===== src/rtl/load_store_unit_if.sv =====
// rtl/load_store_unit_if.sv - core request/response and data-memory signals of the load/store unit
interface load_store_unit_if #(
    parameter int DATA_W = 32,
    parameter int ADDR_W = 32
) ();
    logic              req_valid;
    logic              req_ready;
    logic              req_we;
    logic [2:0]        req_funct3;
    logic [ADDR_W-1:0] req_addr;
    logic [DATA_W-1:0] req_wdata;
    logic              rsp_valid;
    logic [DATA_W-1:0] rsp_rdata;
    logic              rsp_err;
    logic [ADDR_W-1:0] mem_A;
    logic              mem_WE;
    logic [DATA_W-1:0] mem_WD;
    logic [DATA_W-1:0] mem_RD;

    modport slave (
        input  req_valid, req_we, req_funct3, req_addr, req_wdata, mem_RD,
        output req_ready, rsp_valid, rsp_rdata, rsp_err, mem_A, mem_WE, mem_WD
    );

    modport master (
        output req_valid, req_we, req_funct3, req_addr, req_wdata, mem_RD,
        input  req_ready, rsp_valid, rsp_rdata, rsp_err, mem_A, mem_WE, mem_WD
    );
endinterface


===== src/rtl/load_store_unit.sv =====
// rtl/load_store_unit.sv - single-outstanding load/store initiator for a word-addressed memory
// Sub-word loads are lane-selected and extended; SB/SH use read-modify-write. Option: MISALIGN_TRAP_EN.
module load_store_unit #(
    parameter int DATA_W    = 32,
    parameter int ADDR_W    = 32,
    parameter int MEM_DEPTH = 100
) (
    input  logic                CLK,
    input  logic                RST,
    load_store_unit_if.slave    bus
);
    typedef enum logic [1:0] {IDLE, READ, WRITE, RESP} state_t;

    state_t            state, state_nx;
    logic              we_q;
    logic [2:0]        f3_q;
    logic [ADDR_W-1:0] addr_q;
    logic [DATA_W-1:0] wdata_q;
    logic [DATA_W-1:0] rbuf;
    logic              err_q;

    logic              f3_bad, range_bad, misalign_bad, req_err, accept;
    logic [4:0]        byte_sh, half_sh;
    logic [7:0]        byte_ln;
    logic [15:0]       half_ln;
    logic [DATA_W-1:0] merge_wd, load_data;

    // Stores have no unsigned variants, so 1xx is illegal for them.
    assign f3_bad = bus.req_we ? (bus.req_funct3[2] || bus.req_funct3 == 3'b011)
                               : (bus.req_funct3 == 3'b011 || bus.req_funct3[2:1] == 2'b11);
    assign range_bad = (bus.req_addr >> 2) >= ADDR_W'(MEM_DEPTH);
`ifdef MISALIGN_TRAP_EN
    assign misalign_bad = (bus.req_funct3[1:0] == 2'b01 && bus.req_addr[0]) ||
                          (bus.req_funct3[1:0] == 2'b10 && bus.req_addr[1:0] != 2'b00);
`else
    assign misalign_bad = 1'b0;
`endif
    assign req_err = f3_bad || range_bad || misalign_bad;
    assign accept  = (state == IDLE) && bus.req_valid;

    always_ff @(posedge CLK or posedge RST) begin
        if (RST) state <= IDLE;
        else     state <= state_nx;
    end

    always_ff @(posedge CLK or posedge RST) begin
        if (RST) begin
            we_q    <= 1'b0;
            f3_q    <= 3'b000;
            addr_q  <= '0;
            wdata_q <= '0;
            rbuf    <= '0;
            err_q   <= 1'b0;
        end else begin
            if (accept) begin
                we_q    <= bus.req_we;
                f3_q    <= bus.req_funct3;
                addr_q  <= bus.req_addr;
                wdata_q <= bus.req_wdata;
                err_q   <= req_err;
            end
            if (state == READ) rbuf <= bus.mem_RD;
        end
    end

    always_comb begin
        state_nx = state;
        case (state)
            IDLE: begin
                if (bus.req_valid) begin
                    if (req_err)                                     state_nx = RESP;
                    else if (bus.req_we && bus.req_funct3[1:0] == 2'b10) state_nx = WRITE;
                    else                                             state_nx = READ;
                end
            end
            READ:    state_nx = we_q ? WRITE : RESP;
            WRITE:   state_nx = RESP;
            default: state_nx = IDLE;
        endcase
    end

    // Halfword lane uses addr[1] only, which also gives forced alignment when not trapping.
    assign byte_sh = {addr_q[1:0], 3'b000};
    assign half_sh = {addr_q[1], 4'b0000};
    assign byte_ln = rbuf[byte_sh +: 8];
    assign half_ln = rbuf[half_sh +: 16];

    always_comb begin
        merge_wd = rbuf;
        if (f3_q[0]) merge_wd[half_sh +: 16] = wdata_q[15:0];
        else         merge_wd[byte_sh +: 8]  = wdata_q[7:0];
    end

    always_comb begin
        case (f3_q)
            3'b000:  load_data = {{(DATA_W-8){byte_ln[7]}}, byte_ln};
            3'b001:  load_data = {{(DATA_W-16){half_ln[15]}}, half_ln};
            3'b100:  load_data = {{(DATA_W-8){1'b0}}, byte_ln};
            3'b101:  load_data = {{(DATA_W-16){1'b0}}, half_ln};
            default: load_data = rbuf;
        endcase
    end

    always_comb begin
        bus.req_ready = (state == IDLE);
        bus.mem_A     = '0;
        bus.mem_WE    = 1'b0;
        bus.mem_WD    = '0;
        bus.rsp_valid = 1'b0;
        bus.rsp_rdata = '0;
        bus.rsp_err   = 1'b0;
        case (state)
            READ: bus.mem_A = addr_q >> 2;
            WRITE: begin
                bus.mem_A  = addr_q >> 2;
                bus.mem_WE = 1'b1;
                bus.mem_WD = (f3_q[1:0] == 2'b10) ? wdata_q : merge_wd;
            end
            RESP: begin
                bus.rsp_valid = 1'b1;
                bus.rsp_err   = err_q;
                if (!err_q && !we_q) bus.rsp_rdata = load_data;
            end
            default: ;
        endcase
    end
endmodule

===== src/flat_wrapper.sv =====
// flat-port wrapper written by rule: the top's interface ports become plain ports
module load_store_unit_flat 
#(
    parameter int DATA_W    = 32,
    parameter int ADDR_W    = 32,
    parameter int MEM_DEPTH = 100
)
  (CLK, RST, bus_req_valid, bus_req_we, bus_req_funct3, bus_req_addr, bus_req_wdata, bus_mem_RD, bus_req_ready, bus_rsp_valid, bus_rsp_rdata, bus_rsp_err, bus_mem_A, bus_mem_WE, bus_mem_WD);
  load_store_unit_if #(.DATA_W(DATA_W), .ADDR_W(ADDR_W)) bus_i ();
  input  logic CLK;
  input  logic RST;
  input wire logic [$bits(bus_i.req_valid)-1:0] bus_req_valid;
  input wire logic [$bits(bus_i.req_we)-1:0] bus_req_we;
  input wire logic [$bits(bus_i.req_funct3)-1:0] bus_req_funct3;
  input wire logic [$bits(bus_i.req_addr)-1:0] bus_req_addr;
  input wire logic [$bits(bus_i.req_wdata)-1:0] bus_req_wdata;
  input wire logic [$bits(bus_i.mem_RD)-1:0] bus_mem_RD;
  output wire logic [$bits(bus_i.req_ready)-1:0] bus_req_ready;
  output wire logic [$bits(bus_i.rsp_valid)-1:0] bus_rsp_valid;
  output wire logic [$bits(bus_i.rsp_rdata)-1:0] bus_rsp_rdata;
  output wire logic [$bits(bus_i.rsp_err)-1:0] bus_rsp_err;
  output wire logic [$bits(bus_i.mem_A)-1:0] bus_mem_A;
  output wire logic [$bits(bus_i.mem_WE)-1:0] bus_mem_WE;
  output wire logic [$bits(bus_i.mem_WD)-1:0] bus_mem_WD;
  assign bus_i.req_valid = bus_req_valid;
  assign bus_i.req_we = bus_req_we;
  assign bus_i.req_funct3 = bus_req_funct3;
  assign bus_i.req_addr = bus_req_addr;
  assign bus_i.req_wdata = bus_req_wdata;
  assign bus_i.mem_RD = bus_mem_RD;
  assign bus_req_ready = bus_i.req_ready;
  assign bus_rsp_valid = bus_i.rsp_valid;
  assign bus_rsp_rdata = bus_i.rsp_rdata;
  assign bus_rsp_err = bus_i.rsp_err;
  assign bus_mem_A = bus_i.mem_A;
  assign bus_mem_WE = bus_i.mem_WE;
  assign bus_mem_WD = bus_i.mem_WD;
  load_store_unit #(.DATA_W(DATA_W), .ADDR_W(ADDR_W), .MEM_DEPTH(MEM_DEPTH)) u_core (.CLK(CLK), .RST(RST), .bus(bus_i));
endmodule

===== config.mk =====
export PLATFORM = sky130hd
export DESIGN_NAME = load_store_unit_flat
export DESIGN_NICKNAME = d
export VERILOG_FILES = /design/src/rtl/load_store_unit_if.sv /design/src/rtl/load_store_unit.sv /design/src/flat_wrapper.sv
export SDC_FILE = /design/constraint.sdc
export NUM_CORES = 1
export LEC_CHECK = 0
export ABC_AREA = 1
export CELL_PAD_IN_SITES_DETAIL_PLACEMENT = 1
export CELL_PAD_IN_SITES_GLOBAL_PLACEMENT = 1
export CORE_MARGIN = 2
export CORE_UTILIZATION = 30
export CTS_BUF_LIST = sky130_fd_sc_hd__clkbuf_2
export DETAILED_ROUTE_END_ITERATION = 8
export PLACE_DENSITY_LB_ADDON = 0.1
export SYNTH_ARGS = -nofsm -noshare
export SYNTH_HDL_FRONTEND = slang
export SYNTH_SLANG_ARGS = --single-unit

===== constraint.sdc =====
create_clock -name CLK -period 4.1 [get_ports CLK]
set_input_delay 0.82 -clock CLK [delete_from_list [all_inputs] [get_ports CLK]]
set_output_delay 0.82 -clock CLK [all_outputs]
set_load 0.01 [all_outputs]

Word-level counts from Yosys, hierarchy flattened
Index checks and enable logic that the tools add are counted.
- $add $sub $neg: 2
- magnitude comparators: 1
- equal/unequal tests: 11
- shifts and indexed selects: 6
- muxes and demuxes: 18
- reduce and logical (&&, ||, !) cells: 11
- operators by type and width (kind ; number):
    2-to-1 mux 32 bit ; 5
    one-hot mux 32 bit (4 select lines) ; 1
    bitwise mux 32 bit ; 2
    variable shift 16 x 7 -> 32 bit, first input constant ; 1
    variable shift 8 x 7 -> 32 bit, first input constant ; 1
    variable part select 16 x 7 -> 32 bit ; 1
    variable part select 32 x 6 -> 16 bit ; 1
    variable part select 32 x 6 -> 8 bit ; 1
    variable part select 8 x 7 -> 32 bit ; 1
    >= comparator 30 x 7 -> 1 bit, second input constant ; 1
    2-to-1 mux 30 bit ; 1
    negation 5 -> 7 bit ; 2
    == test 2 bit, second input constant ; 5
    == test 3 bit, second input constant ; 2
    2-to-1 mux 2 bit ; 3
    one-hot mux 2 bit (3 select lines) ; 1
    2-to-1 mux 1 bit ; 5
    == test 3 x 1 -> 1 bit, second input constant ; 1
    == test 3 x 2 -> 1 bit, second input constant ; 1
    logical AND 1 bit ; 3
    zero test 3 bit ; 1
    logical OR 1 bit ; 3
    == test 2 x 1 -> 1 bit, second input constant ; 1
    zero test 1 bit ; 2
    3 further kinds ; 3
- register bits: 103
- output and inout bits: 100
- word-level logic and storage cells: 56

Depth between registers and ports, before layout
- depth after elaboration: 7
- gate-level depth with buffers: 10

Least setup slack after synthesis
OpenSTA, ideal clock, no wires.
- path kind: flip-flop to output port
- from: register u_core.addr_q[0]
- to: output port bus_mem_WD[29]
- arrival time: 1.822 ns
- data required time: 3.280 ns
- setup slack: 1.458 ns
- stages on the path, launching flop included: 11
- cells stage by stage: dfrtp_1 inv_1 buf_2 ha_1 buf_2 inv_2 buf_2 nand2_1 nor2_1 a221oi_1 nor3_1
- longest elaborated chain between the ends: 6
- RTL lines (element ; line ; source):
    start, declared ; load_store_unit.sv:17 ; logic [ADDR_W-1:0] addr_q;
    start signal, assigned ; load_store_unit.sv:58 ; addr_q <= bus.req_addr;
    negation 5 -> 7 bit * ; load_store_unit.sv:91 ; else merge_wd[byte_sh +: 8] = wdata_q[7:0];
    variable part select 8 x 7 -> 32 bit / variable shift 8 x 7 -> 32 bit (equally long branches) ; load_store_unit.sv:91 ;
    bitwise mux 32 bit * ; load_store_unit.sv:91 ;
    2-to-1 mux 32 bit * ; load_store_unit.sv:90 ; if (f3_q[0]) merge_wd[half_sh +: 16] = wdata_q[15:0];
    2-to-1 mux 32 bit * ; load_store_unit.sv:117 ; bus.mem_WD = (f3_q[1:0] == 2'b10) ? wdata_q : merge_wd;
    2-to-1 mux 32 bit * ; load_store_unit.sv:112 ; case (state)
    end, declared ; flat_wrapper.sv:24 ; output wire logic [$bits(bus_i.mem_WD)-1:0] bus_mem_WD;
Every way passes the cells marked *; elsewhere a longest branch is shown, timed or not.

Worst setup path after layout
- from: register u_core.addr_q[1]
- to: output port bus_mem_WD[22]
- longest elaborated chain between the ends: 6
- RTL lines (element ; line):
    negation 5 -> 7 bit, on equally long branches ; load_store_unit.sv:90, load_store_unit.sv:91
    variable part select 16 x 7 -> 32 bit, or another cell as far along ; load_store_unit.sv:90
    bitwise mux 32 bit, on equally long branches ; load_store_unit.sv:90, load_store_unit.sv:91
    2-to-1 mux 32 bit * ; load_store_unit.sv:90
    2-to-1 mux 32 bit * ; load_store_unit.sv:117
    2-to-1 mux 32 bit * ; load_store_unit.sv:112
Marked as above.

==> flow_metrics.env <==
export IMPL_crit_required_ns=3.28
export IMPL_clkSlewWorstSetupHoldPaths_ns=0.30
export IMPL_ir_worst_vdd_uv=325
export IMPL_hold_violations=0
export IMPL_antenna_found_initial=1
export IMPL_ff_latch_area_mm2=0.00258
export IMPL_cp_start_kind="flip-flop"
export IMPL_grt_max_degree=79
export IMPL_initial_core_util_pct=30.3
export IMPL_r2r_start="u_core.state[0]"
export IMPL_setup_violations=0
export IMPL_r2r_end="u_core.wdata_q[8]"
export IMPL_core_area_mm2=0.0201
export IMPL_ioPinCount=203
export IMPL_drive_gt1_share_pct=13.2
export IMPL_clk_latency_ns=0.64
export IMPL_min_period_over_period_pct=95.4
export IMPL_arrival_ns=3.09
export IMPL_netlist_instances=737
export IMPL_avgSynthCellArea_um2=8.27
export IMPL_dpl_cell_area_mm2=0.00830
export IMPL_wl_per_cell_um=19.5
export IMPL_cts_buffer_depth=2
export IMPL_synth_edf_count=0
export IMPL_reg2regPathDepth=4
export IMPL_cts_tree="done"
export IMPL_drtAntennaViolNets=0
export IMPL_grt_usage_pct=21.7
export IMPL_chipHeight_um=147
export IMPL_cts_hold_buf=0
export IMPL_dr_first_iter_drc_count=316
export IMPL_rsz0062_at_grt="false"
export IMPL_synthArstFlopShare_pct=100
export IMPL_synth_area_mm2=0.00610
export IMPL_grt_pass1_wl_um=36500
export IMPL_row_count=52
export IMPL_synth_ff_type="dfrtp_1"
export IMPL_path_max_fanout=21
export IMPL_fp_dieW_um=147
export IMPL_drc_errors=0
export IMPL_viasPerCell=5.06
export IMPL_setup_ws_ns=0.187
export IMPL_numCtsBuffers=9
export IMPL_finalSetupTns_ns=0
export IMPL_dp_cells=1169
export IMPL_ys_warn_count=0
export IMPL_multi_input_area_mm2=0.00296
export IMPL_relSlewSlack_pct=24.2
export IMPL_power_mw=6.59
export IMPL_power_leakage_nw=3.73
export IMPL_routed_wl_um=23200
export IMPL_fin_cells=1187
export IMPL_dr_pass1_iters=5
export IMPL_status="complete, no violations"
export IMPL_tightest_slew_ns=1.14
export IMPL_hp_class="input pin to asynchronous set/reset pin"
export IMPL_rrSetupSlack_ns=1.93
export IMPL_dpl_hpwl_um=17500
export IMPL_slew_violations=0
export IMPL_port_buffers=200
export IMPL_fin_nets=1024
export IMPL_fin_crit_ns=3.91
export IMPL_hold_slack_ns=0.453
export IMPL_cts_root_buf="clkbuf_2"
export IMPL_cts_max_level=3
export IMPL_startpoint="u_core.addr_q[1]"
export IMPL_fill_cells=2328
export IMPL_critPathCaptureType="output pin"
export IMPL_cap_violations=0
export IMPL_place_congestion=0.851
export IMPL_p_per_area_mw_per_mm2=780
export IMPL_synth_seq_cells=103
export IMPL_skew_ns=0.0350
export IMPL_fin_util_pct=42.0
export IMPL_num_vias=6005
export IMPL_grt_pass1_vias=6492
export IMPL_cts_sinks=103
export IMPL_endpoint="bus_mem_WD[22]"
export IMPL_syn2layout_area_growth_pct=38.5
export IMPL_ys_types=37
export IMPL_yosysSeqAreaShare_pct=42.3
export IMPL_crit_type="flip-flop to output pin"
export IMPL_stdcell_area_mm2=0.00844
export IMPL_dieArea_mm2=0.0215
export IMPL_max_freq_mhz=256
export IMPL_grt_remaining_overflow=0
export IMPL_dpl_worst_slack_ns=0.581
## layer usage
metal	GRT usage, %	routed length [µm]
met1	26.6	9600
met5	0	0
met4	6.02	476
met3	6.34	1690
met2	37.1	11400
## sequential cells by signal, summed over array words and instances (netlist names)
| register | count |
|---|---|
| u_core.addr_q | 32 |
| u_core.err_q | 1 |
| u_core.f3_q | 3 |
| u_core.rbuf | 32 |
| u_core.state | 2 |
| u_core.wdata_q | 32 |
| u_core.we_q | 1 |
## worst max-delay path, stage by stage (launching register included)
cell and delay, ns:
dfrtp_1 0.51, buf_4 0.27, ha_1 0.35, and3_2 0.33
a31oi_1 0.10, nor3_1 0.28, clkdlybuf4s50_1 0.60
## cells in the mapped netlist (all sizes together) (2+ instances only)
library cell	n	area [µm²]
inv	93	349
ha	9	113
nand2	115	444
nor2	63	246
mux2	62	698
o211a	2	20.0
o21ai	85	433
o211ai	3	22.5
a221oi	17	149
o221ai	10	87.6
dfrtp	103	2580
nor3	24	120
clkbuf	19	73.8
a21oi	57	323
o22ai	15	93.8
nand4	9	56.3
buf	28	158
a31oi	8	50.1
nand3	10	55.1
## logic make-up (layout without fill, tap and decap cells)
family	Yosys count	after routing	share of synthesized area, %
AO/OA/AOI/OAI	199	199	19.6
other	1	3	0.0615
flip-flops	103	103	42.3
AND/OR/NAND/NOR	222	222	15.2
buffers and inverters	141	319	9.58
multiplexers	62	62	11.4
adder cells (fa/ha/maj)	9	9	1.85
## cells in the final DEF, fill, tap and decap left out, types with 3 or more instances in the layout
| master | synthesis | routed |
|---|---|---|
| a21oi_1 | 47 | 47 |
| a21oi_2 | 10 | 10 |
| a221oi_1 | 17 | 17 |
| a31oi_1 | 8 | 8 |
| buf_4 | 7 | 9 |
| clkbuf_2 | 2 | 11 |
| clkdlybuf4s50_1 | 0 | 200 |
| dfrtp_1 | 103 | 100 |
| ha_1 | 9 | 7 |
| inv_1 | 89 | 86 |
| inv_2 | 4 | 4 |
| mux2_2 | 62 | 62 |
| nand2_1 | 112 | 111 |
| nand3_1 | 9 | 9 |
| nand4_1 | 9 | 9 |
| nor2_1 | 61 | 59 |
| nor2_2 | 1 | 3 |
| nor3_1 | 24 | 24 |
| o211ai_1 | 3 | 3 |
| o21ai_0 | 80 | 80 |
| o21ai_1 | 3 | 3 |
| o221ai_1 | 10 | 10 |
| o22ai_1 | 15 | 15 |
## power by group
group          internal (mW)  switching [mW]  total (mW)  leakage [nW]
Clock                  0.146           0.370       0.516        0.0686
Combinational           1.78            2.17        3.95          2.44
Sequential              1.53           0.589        2.12          1.22
Total                   3.46            3.13        6.59          3.73
## worst min path at each step
stage	from	to
floorplan	u_core.addr_q[6]	u_core.addr_q[6]
global placement	u_core.addr_q[6]	u_core.addr_q[6]
detailed placement	u_core.addr_q[6]	u_core.addr_q[6]
CTS	RST	u_core.addr_q[2]
global route	RST	u_core.addr_q[2]
finish	RST	u_core.addr_q[2]
## timing repair
| item | in CTS | in global routing |
|---|---|---|
| pin swaps | 0 | 1 |
| gates resized for setup | 6 | 6 |
| setup endpoints to repair | 44 | 49 |
| buffers inserted | 0 | 2 |
## area by class of cell
class / count / share of cell area, %
Antenna cell: 1 / 0.0296
Clock buffer: 11 / 0.652
Clock inverter: 4 / 0.652
Inverter: 94 / 4.28
Multi-Input combinational cell: 494 / 35.0
Sequential cell: 103 / 30.6
Tap cell: 270 / 4.00
Timing Repair Buffer: 210 / 24.7
(Power assumes the default switching activity.)
